## config.mk

```make
export PLATFORM = sky130hd
export DESIGN_NAME = mem_arbiter2_flat
export DESIGN_NICKNAME = d
export VERILOG_FILES = /design/src/rtl/mem_arbiter2_if.sv /design/src/rtl/mem_arbiter2.sv /design/src/flat_wrapper.sv
export SDC_FILE = /design/constraint.sdc
export NUM_CORES = 1
export LEC_CHECK = 0
export CORE_UTILIZATION = 33
export DETAILED_ROUTE_END_ITERATION = 10
export GPL_TIMING_DRIVEN = 0
export MAX_ROUTING_LAYER = met4
export PLACE_DENSITY = 0.8
export SKIP_LAST_GASP = 1
export SYNTH_ARGS = -nofsm -noshare
export SYNTH_HDL_FRONTEND = slang
export SYNTH_SLANG_ARGS = --single-unit
```

## constraint.sdc

```tcl
create_clock -name clock -period 2.5 [get_ports clock]
set_input_delay 0.5 -clock clock [delete_from_list [all_inputs] [get_ports clock]]
set_output_delay 0.5 -clock clock [all_outputs]
set_load 0.03 [all_outputs]
```

## src/rtl/mem_arbiter2_if.sv

```systemverilog
// Request/ack bundle for both requesters plus the single-port RAM connection.
// The slave view belongs to the arbiter; the master view is the requester/RAM side.
interface mem_arbiter2_if #(
   parameter int AW = 14,
   parameter int DW = 16
);
   logic          a_req;
   logic          a_we;
   logic [AW-1:0] a_addr;
   logic [DW-1:0] a_wdata;
   logic          a_ack;
   logic [DW-1:0] a_rdata;

   logic          b_req;
   logic          b_we;
   logic [AW-1:0] b_addr;
   logic [DW-1:0] b_wdata;
   logic          b_ack;
   logic [DW-1:0] b_rdata;

   logic [AW-1:0] mem_address;
   logic          mem_load;
   logic [DW-1:0] mem_in;
   logic [DW-1:0] mem_out;

   modport slave (
      input  a_req, a_we, a_addr, a_wdata, b_req, b_we, b_addr, b_wdata, mem_out,
      output a_ack, a_rdata, b_ack, b_rdata, mem_address, mem_load, mem_in
   );

   modport master (
      output a_req, a_we, a_addr, a_wdata, b_req, b_we, b_addr, b_wdata, mem_out,
      input  a_ack, a_rdata, b_ack, b_rdata, mem_address, mem_load, mem_in
   );
endinterface

```

## src/rtl/mem_arbiter2.sv

```systemverilog
// Round-robin share of one single-port RAM between ports A and B; ack two cycles after req.
// Requests wait (req held) while the other port is served; one access per cycle.
module mem_arbiter2 #(
   parameter int AW = 14,
   parameter int DW = 16
) (
   input  logic           clock,
   input  logic           reset,
   mem_arbiter2_if.slave  bus
);

   typedef enum logic [1:0] {
      IDLE    = 2'd0,
      SERVE_A = 2'd1,
      SERVE_B = 2'd2
   } state_t;

   state_t        state_q, state_d;
   logic          last_b_q, last_b_d;
   logic          a_ack_q, a_ack_d;
   logic          b_ack_q, b_ack_d;
   logic [DW-1:0] a_rdata_q, a_rdata_d;
   logic [DW-1:0] b_rdata_q, b_rdata_d;
   logic          elig_a, elig_b;
   logic [AW-1:0] mem_address;
   logic          mem_load;
   logic [DW-1:0] mem_in;

   always_ff @(posedge clock) begin
      if (reset) begin
         state_q   <= IDLE;
         last_b_q  <= 1'b1;
         a_ack_q   <= 1'b0;
         b_ack_q   <= 1'b0;
         a_rdata_q <= '0;
         b_rdata_q <= '0;
      end else begin
         state_q   <= state_d;
         last_b_q  <= last_b_d;
         a_ack_q   <= a_ack_d;
         b_ack_q   <= b_ack_d;
         a_rdata_q <= a_rdata_d;
         b_rdata_q <= b_rdata_d;
      end
   end

   // A port's req still shows its finished request during its own SERVE cycle.
   always_comb begin
      elig_a   = bus.a_req && (state_q != SERVE_A);
      elig_b   = bus.b_req && (state_q != SERVE_B);
      state_d  = IDLE;
      last_b_d = last_b_q;
      if (elig_a && elig_b) begin
         state_d = last_b_q ? SERVE_A : SERVE_B;
      end else if (elig_a) begin
         state_d = SERVE_A;
      end else if (elig_b) begin
         state_d = SERVE_B;
      end
      if (state_d == SERVE_A) begin
         last_b_d = 1'b0;
      end else if (state_d == SERVE_B) begin
         last_b_d = 1'b1;
      end

      a_ack_d   = (state_q == SERVE_A);
      b_ack_d   = (state_q == SERVE_B);
      a_rdata_d = a_rdata_q;
      b_rdata_d = b_rdata_q;
      if ((state_q == SERVE_A) && !bus.a_we) begin
         a_rdata_d = bus.mem_out;
      end
      if ((state_q == SERVE_B) && !bus.b_we) begin
         b_rdata_d = bus.mem_out;
      end
   end

   always_comb begin
      mem_address = {AW{1'b0}};
      mem_in      = '0;
      mem_load    = 1'b0;
      case (state_q)
         SERVE_A: begin
            mem_address = bus.a_addr;
            mem_in      = bus.a_wdata;
            mem_load    = bus.a_we & ~reset;
         end
         SERVE_B: begin
            mem_address = bus.b_addr;
            mem_in      = bus.b_wdata;
            mem_load    = bus.b_we & ~reset;
         end
         default: begin
            mem_address = {AW{1'b0}};
            mem_in      = '0;
            mem_load    = 1'b0;
         end
      endcase
   end

   assign bus.mem_address = mem_address;
   assign bus.mem_in      = mem_in;
   assign bus.mem_load    = mem_load;
   assign bus.a_ack       = a_ack_q;
   assign bus.b_ack       = b_ack_q;
   assign bus.a_rdata     = a_rdata_q;
   assign bus.b_rdata     = b_rdata_q;

endmodule

```

## src/flat_wrapper.sv

```systemverilog
// flat-port wrapper written by rule: the top's interface ports become plain ports
module mem_arbiter2_flat 
#(
   parameter int AW = 14,
   parameter int DW = 16
)
  (clock, reset, bus_a_req, bus_a_we, bus_a_addr, bus_a_wdata, bus_b_req, bus_b_we, bus_b_addr, bus_b_wdata, bus_mem_out, bus_a_ack, bus_a_rdata, bus_b_ack, bus_b_rdata, bus_mem_address, bus_mem_load, bus_mem_in);
  mem_arbiter2_if #(.AW(AW), .DW(DW)) bus_i ();
  input  logic clock;
  input  logic reset;
  input wire logic [$bits(bus_i.a_req)-1:0] bus_a_req;
  input wire logic [$bits(bus_i.a_we)-1:0] bus_a_we;
  input wire logic [$bits(bus_i.a_addr)-1:0] bus_a_addr;
  input wire logic [$bits(bus_i.a_wdata)-1:0] bus_a_wdata;
  input wire logic [$bits(bus_i.b_req)-1:0] bus_b_req;
  input wire logic [$bits(bus_i.b_we)-1:0] bus_b_we;
  input wire logic [$bits(bus_i.b_addr)-1:0] bus_b_addr;
  input wire logic [$bits(bus_i.b_wdata)-1:0] bus_b_wdata;
  input wire logic [$bits(bus_i.mem_out)-1:0] bus_mem_out;
  output wire logic [$bits(bus_i.a_ack)-1:0] bus_a_ack;
  output wire logic [$bits(bus_i.a_rdata)-1:0] bus_a_rdata;
  output wire logic [$bits(bus_i.b_ack)-1:0] bus_b_ack;
  output wire logic [$bits(bus_i.b_rdata)-1:0] bus_b_rdata;
  output wire logic [$bits(bus_i.mem_address)-1:0] bus_mem_address;
  output wire logic [$bits(bus_i.mem_load)-1:0] bus_mem_load;
  output wire logic [$bits(bus_i.mem_in)-1:0] bus_mem_in;
  assign bus_i.a_req = bus_a_req;
  assign bus_i.a_we = bus_a_we;
  assign bus_i.a_addr = bus_a_addr;
  assign bus_i.a_wdata = bus_a_wdata;
  assign bus_i.b_req = bus_b_req;
  assign bus_i.b_we = bus_b_we;
  assign bus_i.b_addr = bus_b_addr;
  assign bus_i.b_wdata = bus_b_wdata;
  assign bus_i.mem_out = bus_mem_out;
  assign bus_a_ack = bus_i.a_ack;
  assign bus_a_rdata = bus_i.a_rdata;
  assign bus_b_ack = bus_i.b_ack;
  assign bus_b_rdata = bus_i.b_rdata;
  assign bus_mem_address = bus_i.mem_address;
  assign bus_mem_load = bus_i.mem_load;
  assign bus_mem_in = bus_i.mem_in;
  mem_arbiter2 #(.AW(AW), .DW(DW)) u_core (.clock(clock), .reset(reset), .bus(bus_i));
endmodule
```

==> load_flow_metrics.sql, run 1 <==
INSERT INTO impl_metrics (metric_group, metric, value, unit) VALUES
('finish', 'layout.core_utilization', '0.6353', ''),
('clocking', 'path_clk_slew', '0.07', 'ns'),
('sta', 'timing.slew.headroom', '0.6907', ''),
('global_routing', 'grt_util_all_layers', '0.2034', ''),
('clocking', 'tritoncts_clock_tree', 'done', ''),
('setup_path', 'crit_path_start_kind', 'register', ''),
('finish', 'final_nets', '482', ''),
('clocking', 'cts.hold.buffers_added', '0', ''),
('yosys', 'post_synth_inst_count', '242', ''),
('yosys', 'synth_warnings', '0', ''),
('sta', 'setup-violations-final', '0', ''),
('die', 'floorplan.initialDensity', '0.3424', ''),
('placed_design', 'dp.cells', '460', ''),
('sta', 'final_min_period_over_clock_period', '0.9395', ''),
('route', 'drtAntennaViolNets', '0', ''),
('sta', 'totalNegativeSetupSlack', '0', 'ns'),
('finish', 'antenna_cells', '0', ''),
('finish', 'area_growth_syn_to_layout', '85.53', '%'),
('clocking', 'postCtsSetupRepairBufs', '0', ''),
('global_routing', 'first_global_vias', '2142', ''),
('power_and_ir_drop', 'sw_frac_of_total', '0.2896', ''),
('placed_design', 'io_buffers', '146', ''),
('finish', 'drive_above_1_share', '0.1237', ''),
('die', 'die_h', '77.59', 'um'),
('clocking', 'cts_buffers', '5', ''),
('yosys', 'sequential_fraction_of_the_synthesis_area', '0.3928', ''),
('setup_path', 'timing.critical_path.fanout_max', '10', ''),
('yosys', 'synth-seq-cells', '37', ''),
('power_and_ir_drop', 'p_per_area', '410.7', 'mW/mm2'),
('setup_path', 'timing.setup.critical_path_class', 'register to output port', ''),
('run_status', 'status', 'finished clean', ''),
('global_routing', 'grt_antenna_before_repair', '0', ''),
('route', 'dr_total_vias', '2243', ''),
('power_and_ir_drop', 'worst_ir_drop_on_vdd', '0.0002089', 'V'),
('clocking', 'clock-root-buffer', 'sky130_fd_sc_hd__clkbuf_8', ''),
('flow_run', 'drv.max_cap_violation_count', '0', ''),
('yosys', 'netlist_area', '0.001886', 'mm2'),
('setup_path', 'worst_ep_required_time', '2.00', 'ns'),
('global_routing', 'grt_most_used_layer', 'met2', ''),
('die', 'floorplan.io_pins', '147', ''),
('die', 'rows', '27', ''),
('route', 'dr.first_iter.drc_count', '67', ''),
('yosys', 'yosys.cell_types.count', '27', ''),
('sta', 'unrepaired_setup_endpoints_after_global_routing', 'no', ''),
('clocking', 'clock-sinks', '37', ''),
('placed_design', 'finalWeightedCongestion', '0.7402', ''),
('die', 'core-area', '0.005507', 'mm2'),
('clocking', 'clock_insertion_delay_worst_skew', '0.28', 'ns'),
('die', 'die_ar', '0.006020', 'mm2'),
('sta', 'final_hold_viol_count', '0', ''),
('sta', 'fin_skew', '0.005911', 'ns'),
('setup_path', 'end_kind', 'output port', ''),
('route', 'drc', '0', ''),
('setup_path', 'critical_path_arrival', '1.85', 'ns'),
('finish', 'post_layout_nonfiller_instances', '468', ''),
('sta', 'count_of_final_max_slew_check_failures', '0', ''),
('route', 'first_pass_iters', '4', ''),
('global_routing', 'grt-ovfl-total', '0', ''),
('power_and_ir_drop', 'share_seq_of_total_power', '0.431', ''),
('clocking', 'htree_levels', '2', ''),
('hold_path', 'worst_hold_path_type', 'register to register', ''),
('global_routing', 'grt_max_degree', '12', ''),
('global_routing', 'grtUsageMet3', '0.04235', ''),
('placed_design', 'pre_cts_slack', '0.003146', 'ns'),
('sta', 'final_critical_path_setup_slack', '0.1512', 'ns'),
('placed_design', 'dp_hpwl', '4.822', 'mm'),
('sta', 'post-route-min-period', '2.349', 'ns'),
('yosys', 'synth_fp_nets', '329', ''),
('die', 'dieWidth', '77.59', 'um'),
('route', 'vias_per_cell', '4.793', ''),
('clocking', 'cts_max_path_buffers', '2', ''),
('sta', 'worstMarginPinSlew', '0.4639', 'ns'),
('route', 'wl_per_cell', '12.84', 'um'),
('global_routing', 'global_route.usage.met2', '0.3646', ''),
('global_routing', 'grt.met1_usage', '0.2275', ''),
('power_and_ir_drop', 'power_frac_comb', '0.297', ''),
('power_and_ir_drop', 'cellInternalPower', '1021', 'uW'),
('global_routing', 'grt_first_pass_wirelength', '9.625', 'mm'),
('clocking', 'postCtsResizedCells', '34', ''),
('power_and_ir_drop', 'p_leak', '0.001408', 'uW'),
('sta', 'fmax', '425.7', 'MHz'),
('route', 'route.final.wire_length', '6.007', 'mm'),
('sta', 'fin_worst_hold_slack', '0.4565', 'ns'),
('power_and_ir_drop', 'share_clk_of_total_power', '0.272', ''),
('power_and_ir_drop', 'total_switching_power', '416.1', 'uW'),
('yosys', 'post_synth.cell_area_avg', '7.792', 'um2');
-- synthesized netlist by cell type --
cell type | n | area [um2]
sky130_fd_sc_hd__a21oi_1 | 22 | 110.1
sky130_fd_sc_hd__a21oi_2 | 10 | 87.58
sky130_fd_sc_hd__a22oi_1 | 30 | 225.2
sky130_fd_sc_hd__and2b_1 | 1 | 7.510
sky130_fd_sc_hd__and3_1 | 1 | 6.260
sky130_fd_sc_hd__and4b_1 | 1 | 10.01
sky130_fd_sc_hd__buf_1 | 2 | 7.510
sky130_fd_sc_hd__buf_2 | 5 | 25.02
sky130_fd_sc_hd__buf_4 | 5 | 37.54
sky130_fd_sc_hd__buf_6 | 2 | 22.52
sky130_fd_sc_hd__buf_8 | 1 | 15.01
sky130_fd_sc_hd__clkbuf_1 | 7 | 26.28
sky130_fd_sc_hd__dfxtp_1 | 37 | 740.7
sky130_fd_sc_hd__ha_1 | 5 | 62.56
sky130_fd_sc_hd__inv_1 | 3 | 11.26
sky130_fd_sc_hd__mux2i_1 | 2 | 20.02
sky130_fd_sc_hd__nand2_1 | 55 | 206.5
sky130_fd_sc_hd__nand2_2 | 10 | 62.56
sky130_fd_sc_hd__nand2b_1 | 4 | 25.02
sky130_fd_sc_hd__nand2b_4 | 1 | 13.76
sky130_fd_sc_hd__nor2_1 | 30 | 112.6
sky130_fd_sc_hd__nor2b_1 | 3 | 18.77
sky130_fd_sc_hd__nor3_1 | 1 | 5.000
sky130_fd_sc_hd__nor3b_1 | 1 | 7.510
sky130_fd_sc_hd__o211ai_1 | 1 | 7.510
sky130_fd_sc_hd__o21ai_0 | 1 | 5.000
sky130_fd_sc_hd__or3_1 | 1 | 6.260
-- worst paths after layout --
kind / startpoint / slack [ns] / to / depth (start not counted)
worst min-delay path: u_core.bus.b_rdata[12] / 0.46 / u_core.bus.b_rdata[12] / 2
worst max register to register: u_core.state_q[0] / 0.50 / u_core.last_b_q / 8
worst min register to register: u_core.bus.b_rdata[12] / 0.46 / u_core.bus.b_rdata[12] / 2
worst max-delay path: u_core.state_q[1] / 0.15 / bus_mem_in[4] / 7
-- routing by layer --
| metal | vias to the layer above | share of wire |
|---|---|---|
| met5 | - | 0 |
| met4 | 0 | 0.0092 |
| met3 | 5 | 0.074 |
| met2 | 116 | 0.49 |
| met1 | 1003 | 0.42 |
| li1 | 1119 | - |
-- power by group through the flow --
stage | Clock (uW) | Sequential, uW | Combinational, uW
6_report | 391 | 619 | 427
2_1_floorplan | 0 | 662 | 174
3_5_place_dp | 0 | 632 | 438
4_1_cts | 406 | 619 | 428
3_3_place_gp | 0 | 631 | 433
5_1_grt | 433 | 621 | 459
-- metrics by stage --
step                      total power (uW)  area (um2)
after floorplan                      836.0        1886
after global placement                1064        3437
after detailed placement              1070        3437
after CTS                             1453        3490
after global routing                  1513        3498
final                                 1437        3498
-- sequential cells by signal, indices dropped and copies added (netlist names) --
name                flops
u_core.bus.b_rdata     16
u_core.state_q          2
u_core.last_b_q         1
u_core.bus.a_rdata     16
u_core.bus.a_ack        1
u_core.bus.b_ack        1
-- cell type report --
class	instances	area, um2
buffer	22	143.9
clock inverter	2	10.01
tap	72	90.09
timing repair buffer	146	1430
sequential	37	740.7
clock buffer	6	72.57
fill	466	2008
multi-input combinational	180	999.7
inverter	3	11.26
-- cell usage in the layout, fill, tap and decap left out, drive strengths merged --
cell,count
a22oi,30
nor3b,1
dlymetal6s2s,2
clkinv,2
and4b,1
clkdlybuf4s50,115
or3,1
ha,5
nor3,1
nand2,65
inv,3
nand2b,5
and3,1
o21ai,1
dfxtp,37
o211ai,1
clkbuf,13
nor2,30
and2b,1
buf,15
a21oi,32
nor2b,3
mux2i,2
dlygate4sd2,29
-- worst max-delay path: stages (launching register included) --
cell,delay [ns]
sky130_fd_sc_hd__dfxtp_1,0.35
sky130_fd_sc_hd__inv_1,0.07
sky130_fd_sc_hd__ha_1,0.17
sky130_fd_sc_hd__buf_4,0.16
sky130_fd_sc_hd__clkbuf_2,0.19
sky130_fd_sc_hd__a22oi_1,0.21
sky130_fd_sc_hd__nor2_1,0.06
sky130_fd_sc_hd__dlygate4sd2_1,0.36
-- cell families after synthesis --
| family | after synthesis | share of synthesized area |
|---|---|---|
| flops | 37 | 0.3928 |
| mux | 2 | 0.01062 |
| compound gates | 64 | 0.2309 |
| buf+inv | 25 | 0.07697 |
| fa+ha+maj | 5 | 0.03318 |
| simple gates | 109 | 0.2555 |
Power figures use the tool's default switching activity.
==> run 2, diff against run 1 <==
CAP_MARGIN = 20   (was not set)
==> results of run 2 <==
No change in the layout: final DEF, timing and power equal those of run 1.
